**src/rtl/apu_ch4_pkg.sv**
```systemverilog
// Shared definitions for the channel 4 noise path: LFSR seed, shift-code
// limit, the NR43 (FF22) field bundle and the divider period rule.
package apu_ch4_pkg;

  localparam logic [14:0]  LFSR_INIT = 15'h7FFF;
  localparam int unsigned  SHIFT_MAX = 13;

  typedef struct packed {
    logic [3:0] shift;
    logic       width;
    logic [2:0] ratio;
  } ff22_t;

  // Divider period in tick_1m pulses: r==0 behaves as a half step (1 tick).
  function automatic logic [3:0] div_period(input logic [2:0] ratio);
    if (ratio == 3'd0) return 4'd1;
    return {ratio, 1'b0};
  endfunction

endpackage

```
**src/rtl/ch4_lfsr.sv**
```systemverilog
// Channel 4 LFSR: 15-bit register with optional 7-bit tap, restart seed and,
// when CH4_LFSR_DEBUG_EN is defined, a direct load path and state visibility.
module ch4_lfsr
  import apu_ch4_pkg::*;
#(
  parameter int unsigned LFSR_W = 15
) (
  input  logic              i_clk,
  input  logic              i_napu_reset,
  input  logic              i_restart,
  input  logic              i_shift,
  input  logic              i_width,
`ifdef CH4_LFSR_DEBUG_EN
  input  logic              i_dbg_load,
  input  logic [LFSR_W-1:0] i_dbg_val,
  output logic [LFSR_W-1:0] o_lfsr,
`endif
  output logic              o_noise
);

  logic [LFSR_W-1:0] r_lfsr;
  logic [LFSR_W-1:0] w_next;
  logic              w_fb;

  // Next-state: XOR of the two low bits enters at the top, and also at bit 6 in 7-bit mode.
  always_comb begin
    w_fb   = r_lfsr[0] ^ r_lfsr[1];
    w_next = {w_fb, r_lfsr[LFSR_W-1:1]};
    if (i_width) w_next[6] = w_fb;
  end

  // LFSR register: debug load beats restart, restart beats a shift.
  always_ff @(posedge i_clk or negedge i_napu_reset) begin
    if (!i_napu_reset)    r_lfsr <= LFSR_W'(LFSR_INIT);
`ifdef CH4_LFSR_DEBUG_EN
    else if (i_dbg_load)  r_lfsr <= i_dbg_val;
`endif
    else if (i_restart)   r_lfsr <= LFSR_W'(LFSR_INIT);
    else if (i_shift)     r_lfsr <= w_next;
  end

  assign o_noise = ~r_lfsr[0];
`ifdef CH4_LFSR_DEBUG_EN
  assign o_lfsr  = r_lfsr;
`endif

endmodule

```
**src/rtl/ch4_noise_gen.sv**
```systemverilog
// Channel 4 noise generator: tick_1m divider, prescaler and LFSR shift
// pulse generation. Optional macro CH4_LFSR_DEBUG_EN exposes the LFSR state
// (lfsr_q) and a debug load port (dbg_load/dbg_val).
module ch4_noise_gen
  import apu_ch4_pkg::*;
#(
  parameter int unsigned LFSR_W = 15,
  parameter int unsigned PRE_W  = 14,
  parameter int unsigned DIV_W  = 4
) (
  input  logic              clk,
  input  logic              napu_reset,
  input  logic              tick_1m,
  input  logic              ch4_restart,
  input  logic              ch4_active,
  input  logic [2:0]        ff22_ratio,
  input  logic              ff22_width,
  input  logic [3:0]        ff22_shift,
`ifdef CH4_LFSR_DEBUG_EN
  output logic [LFSR_W-1:0] lfsr_q,
  input  logic              dbg_load,
  input  logic [LFSR_W-1:0] dbg_val,
`endif
  output logic              shift_pulse,
  output logic              noise_bit
);

  ff22_t             w_ff22;
  logic [DIV_W-1:0]  r_div;
  logic [PRE_W-1:0]  r_pre;
  logic              r_shift_pulse;
  logic [DIV_W-1:0]  w_reload;
  logic [31:0]       w_shift_code;
  logic              w_step;
  logic              w_div_exp;
  logic              w_code_ok;
  logic              w_pre_ones;
  logic              w_shift;

  assign w_ff22       = '{shift: ff22_shift, width: ff22_width, ratio: ff22_ratio};
  assign w_reload     = DIV_W'(div_period(w_ff22.ratio) - 4'd1);
  assign w_shift_code = 32'(w_ff22.shift);
  assign w_step       = tick_1m & ch4_active & ~ch4_restart;
  assign w_div_exp    = w_step & (r_div == '0);
  assign w_code_ok    = (w_shift_code <= SHIFT_MAX) && (w_shift_code < PRE_W);

  // Shift request: prescaler bits [s:0] all ones just before this expiry's increment.
  always_comb begin
    w_pre_ones = 1'b1;
    for (int unsigned i = 0; i < PRE_W; i++) begin
      if (i <= w_shift_code) w_pre_ones = w_pre_ones & r_pre[i];
    end
  end

  assign w_shift = w_div_exp & w_code_ok & w_pre_ones;

  // Divider/prescaler state and registered shift pulse; the period is only sampled at reload.
  always_ff @(posedge clk or negedge napu_reset) begin
    if (!napu_reset) begin
      r_div         <= '0;
      r_pre         <= '0;
      r_shift_pulse <= 1'b0;
    end else if (ch4_restart) begin
      r_div         <= w_reload;
      r_pre         <= '0;
      r_shift_pulse <= 1'b0;
    end else begin
      r_shift_pulse <= w_shift;
      if (w_step) begin
        if (r_div == '0) begin
          r_div <= w_reload;
          r_pre <= r_pre + PRE_W'(1);
        end else begin
          r_div <= r_div - DIV_W'(1);
        end
      end
    end
  end

  assign shift_pulse = r_shift_pulse;

  ch4_lfsr #(
    .LFSR_W (LFSR_W)
  ) u_lfsr (
    .i_clk        (clk),
    .i_napu_reset (napu_reset),
    .i_restart    (ch4_restart),
    .i_shift      (w_shift),
    .i_width      (w_ff22.width),
`ifdef CH4_LFSR_DEBUG_EN
    .i_dbg_load   (dbg_load),
    .i_dbg_val    (dbg_val),
    .o_lfsr       (lfsr_q),
`endif
    .o_noise      (noise_bit)
  );

endmodule

```
**config.mk**
```make
export PLATFORM = sky130hd
export DESIGN_NAME = ch4_noise_gen
export DESIGN_NICKNAME = d
export VERILOG_FILES = /design/src/rtl/apu_ch4_pkg.sv /design/src/rtl/ch4_lfsr.sv /design/src/rtl/ch4_noise_gen.sv
export SDC_FILE = /design/constraint.sdc
export NUM_CORES = 1
export LEC_CHECK = 0
export CELL_PAD_IN_SITES_DETAIL_PLACEMENT = 1
export CELL_PAD_IN_SITES_GLOBAL_PLACEMENT = 1
export CORE_ASPECT_RATIO = 1.25
export CORE_UTILIZATION = 40
export DETAILED_ROUTE_END_ITERATION = 6
export PLACE_DENSITY_LB_ADDON = 0.1
export SETUP_SLACK_MARGIN = 0.5
export SLEW_MARGIN = 20
export SYNTH_ARGS = -nofsm -noshare
export SYNTH_HDL_FRONTEND = slang
export SYNTH_HIERARCHICAL = 1
export SYNTH_SLANG_ARGS = --single-unit
export TNS_END_PERCENT = 5
```
**constraint.sdc**
```tcl
create_clock -name clk -period 2.5 [get_ports clk]
set_input_delay 0.5 -clock clk [delete_from_list [all_inputs] [get_ports clk]]
set_output_delay 0.5 -clock clk [all_outputs]
set_load 0.02 [all_outputs]
```
Word level (Yosys, flattened, before mapping)
Cells that the tools add are included.
Operators by class
  add/sub/neg operators: 3
  $lt $le $gt $ge: 16
  mux-type cells: 27
  bitwise operators: 21
  reduce and logical (&&, ||, !) cells: 7
Operator list (count)
  14-bit 2-to-1 mux: 3
  15-bit 2-to-1 mux: 2
  4-bit <= comparator, first input constant: 6
  4-bit 2-to-1 mux: 5
  1-bit bitwise AND: 18
  1-bit 2-to-1 mux: 17
  3-bit by 4-bit <= comparator with 1-bit output, first input constant: 4
  14-bit by 1-bit adder with 14-bit output, second input constant: 1
  1-bit by 4-bit <= comparator with 1-bit output, first input constant: 2
  2-bit by 4-bit <= comparator with 1-bit output, first input constant: 2
  4-bit by 1-bit subtractor with 4-bit output, second input constant: 2
  2-bit nonzero test: 3
  4-bit <= comparator, second input constant: 1
  4-bit zero test: 1
  4-bit < comparator, second input constant: 1
  3-bit zero test: 1
  1-bit inverter: 2
  2-bit AND reduction: 1
  1-bit logical AND: 1
  1-bit XOR: 1
Storage, ports and cells
  bits in registers: 34
  input port bits: 13
  output and inout bits: 2
  logic and storage cells: 78

Longest topological paths before layout
Gate-level depths: netlist of the first run.
  depth in word-level cells: 31
  depth in mapped cells: 11
  gate-level depth less buffers: 9

Modules after synthesis
Netlist of the first run, hierarchy kept.
By module, submodules not included
  ch4_noise_gen: times used 1, cells an instance 145, area each 1251.2 um^2
  ch4_lfsr: times used 1, cells an instance 53, area each 648.1 um^2

Least setup slack after synthesis of the first run
OpenSTA, ideal clock, no wires.
  path kind: reg-to-reg
  start: register r_div[0]
  end: register u_lfsr.r_lfsr[2]
  library setup time: 0.081 ns
  arrival: 2.278 ns
  setup slack: 0.141 ns
  cell stages (with the launch flop): 12
  period minus slack after synthesis: 2.359 ns
  cell sequence: dfrtp_1 -> inv_1 -> ha_1 -> or3b_1 -> buf_6 -> nor2_1 -> o211ai_1 -> nor4_1 -> buf_6 -> buf_6 -> mux2i_1 -> nand2_1
On the way
  longest elaborated chain between the ends: 5
RTL lines
  start: declaration: RTL line ch4_noise_gen.sv:29  | logic [DIV_W-1:0] r_div;
  start signal: assignment: RTL line ch4_noise_gen.sv:64  | r_div <= w_reload;
  start signal: assignment: RTL line ch4_noise_gen.sv:71  | r_div <= w_reload;
  start signal: assignment: RTL line ch4_noise_gen.sv:74  | r_div <= r_div - DIV_W'(1);
  4-bit zero test: RTL line ch4_noise_gen.sv:44  | assign w_div_exp = w_step & (r_div == '0);
  1-bit bitwise AND: RTL line ch4_noise_gen.sv:44
  1-bit bitwise AND (2 in a row): RTL line ch4_noise_gen.sv:55  | assign w_shift = w_div_exp & w_code_ok & w_pre_ones;
  named net w_shift: RTL line ch4_noise_gen.sv:38  | logic w_shift;
  2-bit nonzero test (no source line)
  end signal: assignment: RTL line ch4_lfsr.sv:34  | if (!i_napu_reset) r_lfsr <= LFSR_W'(LFSR_INIT);
  end signal: assignment: RTL line ch4_lfsr.sv:38  | else if (i_restart) r_lfsr <= LFSR_W'(LFSR_INIT);
  end signal: assignment: RTL line ch4_lfsr.sv:39  | else if (i_shift) r_lfsr <= w_next;
  end: declaration: RTL line ch4_lfsr.sv:21  | logic [LFSR_W-1:0] r_lfsr;
The timed path passes the listed nets, and every way through them passes these cells.
A chain may end at the register's enable or synchronous reset.

Final worst setup path of the first run
  start: register r_div[0]
  end: register u_lfsr.r_lfsr[9]
The elaborated chain is that of the path after synthesis.

==> run summary, run 1 <==
STATUS
-------------------------------------------------------------------------------------------
Result of the run                                                                 completed

CTS
-------------------------------------------------------------------------------------------
CTS Buf Count                                                                             5
Cell chosen for the clock root                                                 sky130_fd_sc_hd__clkbuf_8
Clock slew at reported path FFs                                                     0.07 ns
H-tree depth                                                                              2
Number of buffers on the longest clock path                                               2
Quantity of hold-fixing buffers added after cts                                           0
TritonCTS clock tree                                                                  built
Clk_lat worst skew                                                                  0.28 ns
Number of clock sinks                                                                    34

PWR
-------------------------------------------------------------------------------------------
Leakage dissipation                                                                0.851 nW
Switching fraction of total power                                                     0.256
Worst IR Drop VDD                                                                    230 uV
Total internal power                                                             0.000818 W
Sequential Power Share                                                                0.521
Portion of total power attributed to combinational logic                              0.126
Net Sw Power                                                                     0.000281 W
Clock power share                                                                     0.353
Power Dens Cells                                                                470 nW/um^2

LOGIC SYNTHESIS
-------------------------------------------------------------------------------------------
Most used standard cells in the synthesized netlist                            sky130_fd_sc_hd__nand2_1, sky130_fd_sc_hd__dfrtp_1, sky130_fd_sc_hd__nor2_1
Proportion of netlist area held by the largest area contributor                       0.250
Share of async-settable or async-resettable flops after synthesis                      1.00
Synth cell types                                                                         48
Cells taking the most area after synthesis                                     sky130_fd_sc_hd__dfrtp_1, sky130_fd_sc_hd__dfstp_2, sky130_fd_sc_hd__mux2i_1
Post-synthesis cell type with the largest combined area                        sky130_fd_sc_hd__dfrtp_1
Netlist area before placement                                                     1900 um^2
Syn avg cell area                                                                 9.59 um^2
Syn_nets                                                                                213
Most instantiated library cell after synthesis                                 sky130_fd_sc_hd__nand2_1
Synthesized instance count                                                              198
Total of warnings raised by yosys                                                         6
Top_reg_cell synth                                                             sky130_fd_sc_hd__dfrtp_1
Sequential element share of the synthesized area                                      0.458
Post-synthesis register bit count                                                        34
EDFF count, synth                                                                         0

FINAL LAYOUT
-------------------------------------------------------------------------------------------
Utilization after layout                                                              0.521
Area grow syn2layout                                                                  23.3%
Fraction of final layout cells sized beyond drive strength 1                          0.256
Final Non-Filler Cells                                                                  285
Post-layout nets                                                                        241
Count of antenna diodes in the layout                                                     0
Finished Cell Area                                                                2340 um^2

STA
-------------------------------------------------------------------------------------------
Total count of max-transition violations in the final report                              0
Final-report setup violation count                                                        0
Headroom to the max-slew limit                                                        0.712
Post-layout minimum cycle time                                                      2.16 ns
Hold Vio Cnt, Final                                                                       0
Setup repair after global routing missed its margin                                     yes
Worst-Margin Slew                                                                  0.431 ns
Maximum operating frequency                                                         464 MHz
Period Utilization, post-route                                                        0.862
Final-layout worst hold slack                                                      0.557 ns
Worst Skew                                                                       0.00590 ns
Worst setup slack after layout                                                     0.345 ns

GLOBAL ROUTING
-------------------------------------------------------------------------------------------
Overall track demand over capacity in global routing                                  0.209
Pin count of the biggest net entering global routing                                     35
Most Used Layer, Global Route                                                          met2
Wire length of the first global-routing pass                                        8150 um
Routing usage on met2                                                                 0.393
Met1 Track Usage GR                                                                   0.233
Met3 demand-to-capacity share in global routing                                      0.0273
Number of global-route vias before repair                                             1,734
GRT Residual Overflow                                                                     0
Antenna violations before repair                                                          0

CRITICAL PATH
-------------------------------------------------------------------------------------------
Type of the worst setup path                                                     reg -> reg
Data arrival, critical path                                                         2.35 ns
Maximum net fanout on the critical path                                                   8
Master of the slowest instance on the critical path                            sky130_fd_sc_hd__dfrtp_2
Required time at the endpoint of the critical path                                  2.70 ns
CP Launch Type                                                                     register
Crit end category                                                                  register
Buf+Inv Stages, Crit Path                                                                 3
Cell family with most CP delay                                                 simple AND/OR/NAND/NOR gates
Ordered list of cells on the worst path                                        inv_2 > ha_4 > or3b_4 > nor2_4 > o211ai_1 > nor4_2 > buf_4 > buf_12 > mux2i_2 > nand2_1
Slack of the worst reg-to-reg path                                                  0.34 ns
Slowest cell delay on critical path                                                 0.42 ns

FLOORPLAN
-------------------------------------------------------------------------------------------
Initial core utilization                                                              0.423
Die W                                                                               63.6 um
Core ar.                                                                          4490 um^2
Chip height                                                                         79.0 um
Site Rows                                                                                27
Number of placed I/O pins                                                                15
Floorplan die area                                                                5030 um^2

PLACE
-------------------------------------------------------------------------------------------
Port-buffer cells                                                                        14
Global placer's final weighted congestion                                             0.798
Post-place setup slack                                                            -0.156 ns
Cell area reported after detailed placement                                       2180 um^2
Dpl cells                                                                               271
Post-detailed-placement half-perimeter wirelength                                   3410 um

HOLD PATH
-------------------------------------------------------------------------------------------
Worst hold path class                                                            reg -> reg

ROUTING
-------------------------------------------------------------------------------------------
Vias after detailed routing                                                           1,602
Avg Vias per Cell                                                                      5.62
Final wirelength                                                                    4670 um
Iteration count of the initial detailed-routing pass                                      4
DRC violations left                                                                       0
Number of nets still failing antenna checks after routing                                 0
Number of design-rule violations left by the first detailed-router iteration             20
Avg WL per Cell                                                                     16.4 um

RUN
-------------------------------------------------------------------------------------------
Max Cap Viol                                                                              0

-- cell type report --
| cell class | count | area [um^2] |
|---|---|---|
| fill | 524 | 2150 |
| multi-input combinational | 145 | 978 |
| sequential | 34 | 871 |
| timing repair buffer | 31 | 303 |
| clock buffer | 6 | 72.6 |
| tap | 58 | 72.6 |
| inverter | 9 | 33.8 |
| clock inverter | 2 | 10.0 |
-- state kept, by name, summed over array words and instances (netlist names) --
name	cells
shift_pulse	1
u_lfsr/r_lfsr	15
r_pre	14
r_div	4
-- metrics by stage --
stage          total power (W)  setup TNS [ns]
2_1_floorplan         0.000646               0
3_3_place_gp          0.000701          -0.788
3_5_place_dp          0.000710           -1.30
4_1_cts                0.00111               0
5_1_grt                0.00115               0
6_report               0.00110               0
-- layout by cell type, fill, tap and decap left out, drive strengths merged, types with 2 or more instances in the layout --
cell           netlist  final
inv                  9      9
a21oi               11     11
clkdlybuf4s50        0     10
nor4b                3      3
clkdlybuf4s15        0      3
dfstp               15     15
or4                  2      2
o211ai               2      2
buf                  4     17
nand4                2      2
nor3                 7      7
ha                   2      2
nor3b                3      3
nor2b                5      5
mux2                 3      3
dfrtp               19     19
nand2b               2      2
xnor2                8      8
and3                 2      2
o21ai                7      7
nor2                17     17
a211o                2      2
or2                  2      2
nor4                 6      6
clkinv               0      2
a221oi               2      2
nand3                6      6
o31ai                2      2
nand2               20     20
clkbuf               6      6
mux2i               13     13
a31oi                2      2
-- power groups by stage --
stage	Clock [W]	Combinational [W]	Sequential [W]
finish	0.000388	0.000139	0.000572
global route	0.000419	0.000154	0.000573
CTS	0.000402	0.000141	0.000571
detailed placement	0	0.000126	0.000584
global placement	0	0.000119	0.000582
floorplan	0	0.0000657	0.000580
-- worst paths after layout --
path,from,to,cells after the start
max in group asynchronous,napu_reset,u_lfsr/r_lfsr[7],2
setup / recovery,r_div[0],u_lfsr/r_lfsr[9],10
hold reg to reg,u_lfsr/r_lfsr[2],u_lfsr/r_lfsr[2],2
min in group asynchronous,napu_reset,r_pre[0],2
hold / removal,u_lfsr/r_lfsr[2],u_lfsr/r_lfsr[2],2
setup reg to reg,r_div[0],u_lfsr/r_lfsr[9],10
-- worst register-to-register path, stage by stage, from the launching register on --
cell and delay, ns:
sky130_fd_sc_hd__dfrtp_2 0.42, sky130_fd_sc_hd__inv_2 0.07, sky130_fd_sc_hd__ha_4 0.13, sky130_fd_sc_hd__or3b_4 0.40
sky130_fd_sc_hd__nor2_4 0.14, sky130_fd_sc_hd__o211ai_1 0.14, sky130_fd_sc_hd__nor4_2 0.15, sky130_fd_sc_hd__buf_4 0.20
sky130_fd_sc_hd__buf_12 0.13, sky130_fd_sc_hd__mux2i_2 0.23, sky130_fd_sc_hd__nand2_1 0.08
-- cells by family after synthesis --
group | share of synthesized area
compound gates | 0.137
xor+xnor | 0.0369
fa+ha+maj | 0.0132
buf+inv | 0.0501
flops | 0.458
mux | 0.0863
simple gates | 0.219
-- per-layer routing --
metal | share of wire | routed length [um]
met3 | 0.029 | 135
met1 | 0.40 | 1890
met2 | 0.55 | 2580
met4 | 0.016 | 75
met5 | 0 | 0
-- repair_timing --
action	CTS	global route
resized for setup	19	0
pin swaps	5	0
setup endpoints to repair	23	21
setup buffers	5	1
(Power assumes the default switching activity.)
==> run 2, diff against run 1 <==
--- a/config.mk
+++ b/config.mk
@@ -9,6 +9,7 @@
 export CELL_PAD_IN_SITES_GLOBAL_PLACEMENT = 1
 export CORE_ASPECT_RATIO = 1.25
 export CORE_UTILIZATION = 40
+export CTS_CLUSTER_SIZE = 12
 export DETAILED_ROUTE_END_ITERATION = 6
 export PLACE_DENSITY_LB_ADDON = 0.1
 export SETUP_SLACK_MARGIN = 0.5
==> results of run 2 <==
Same layout as run 1: the final DEF is identical, and so are final timing and power.
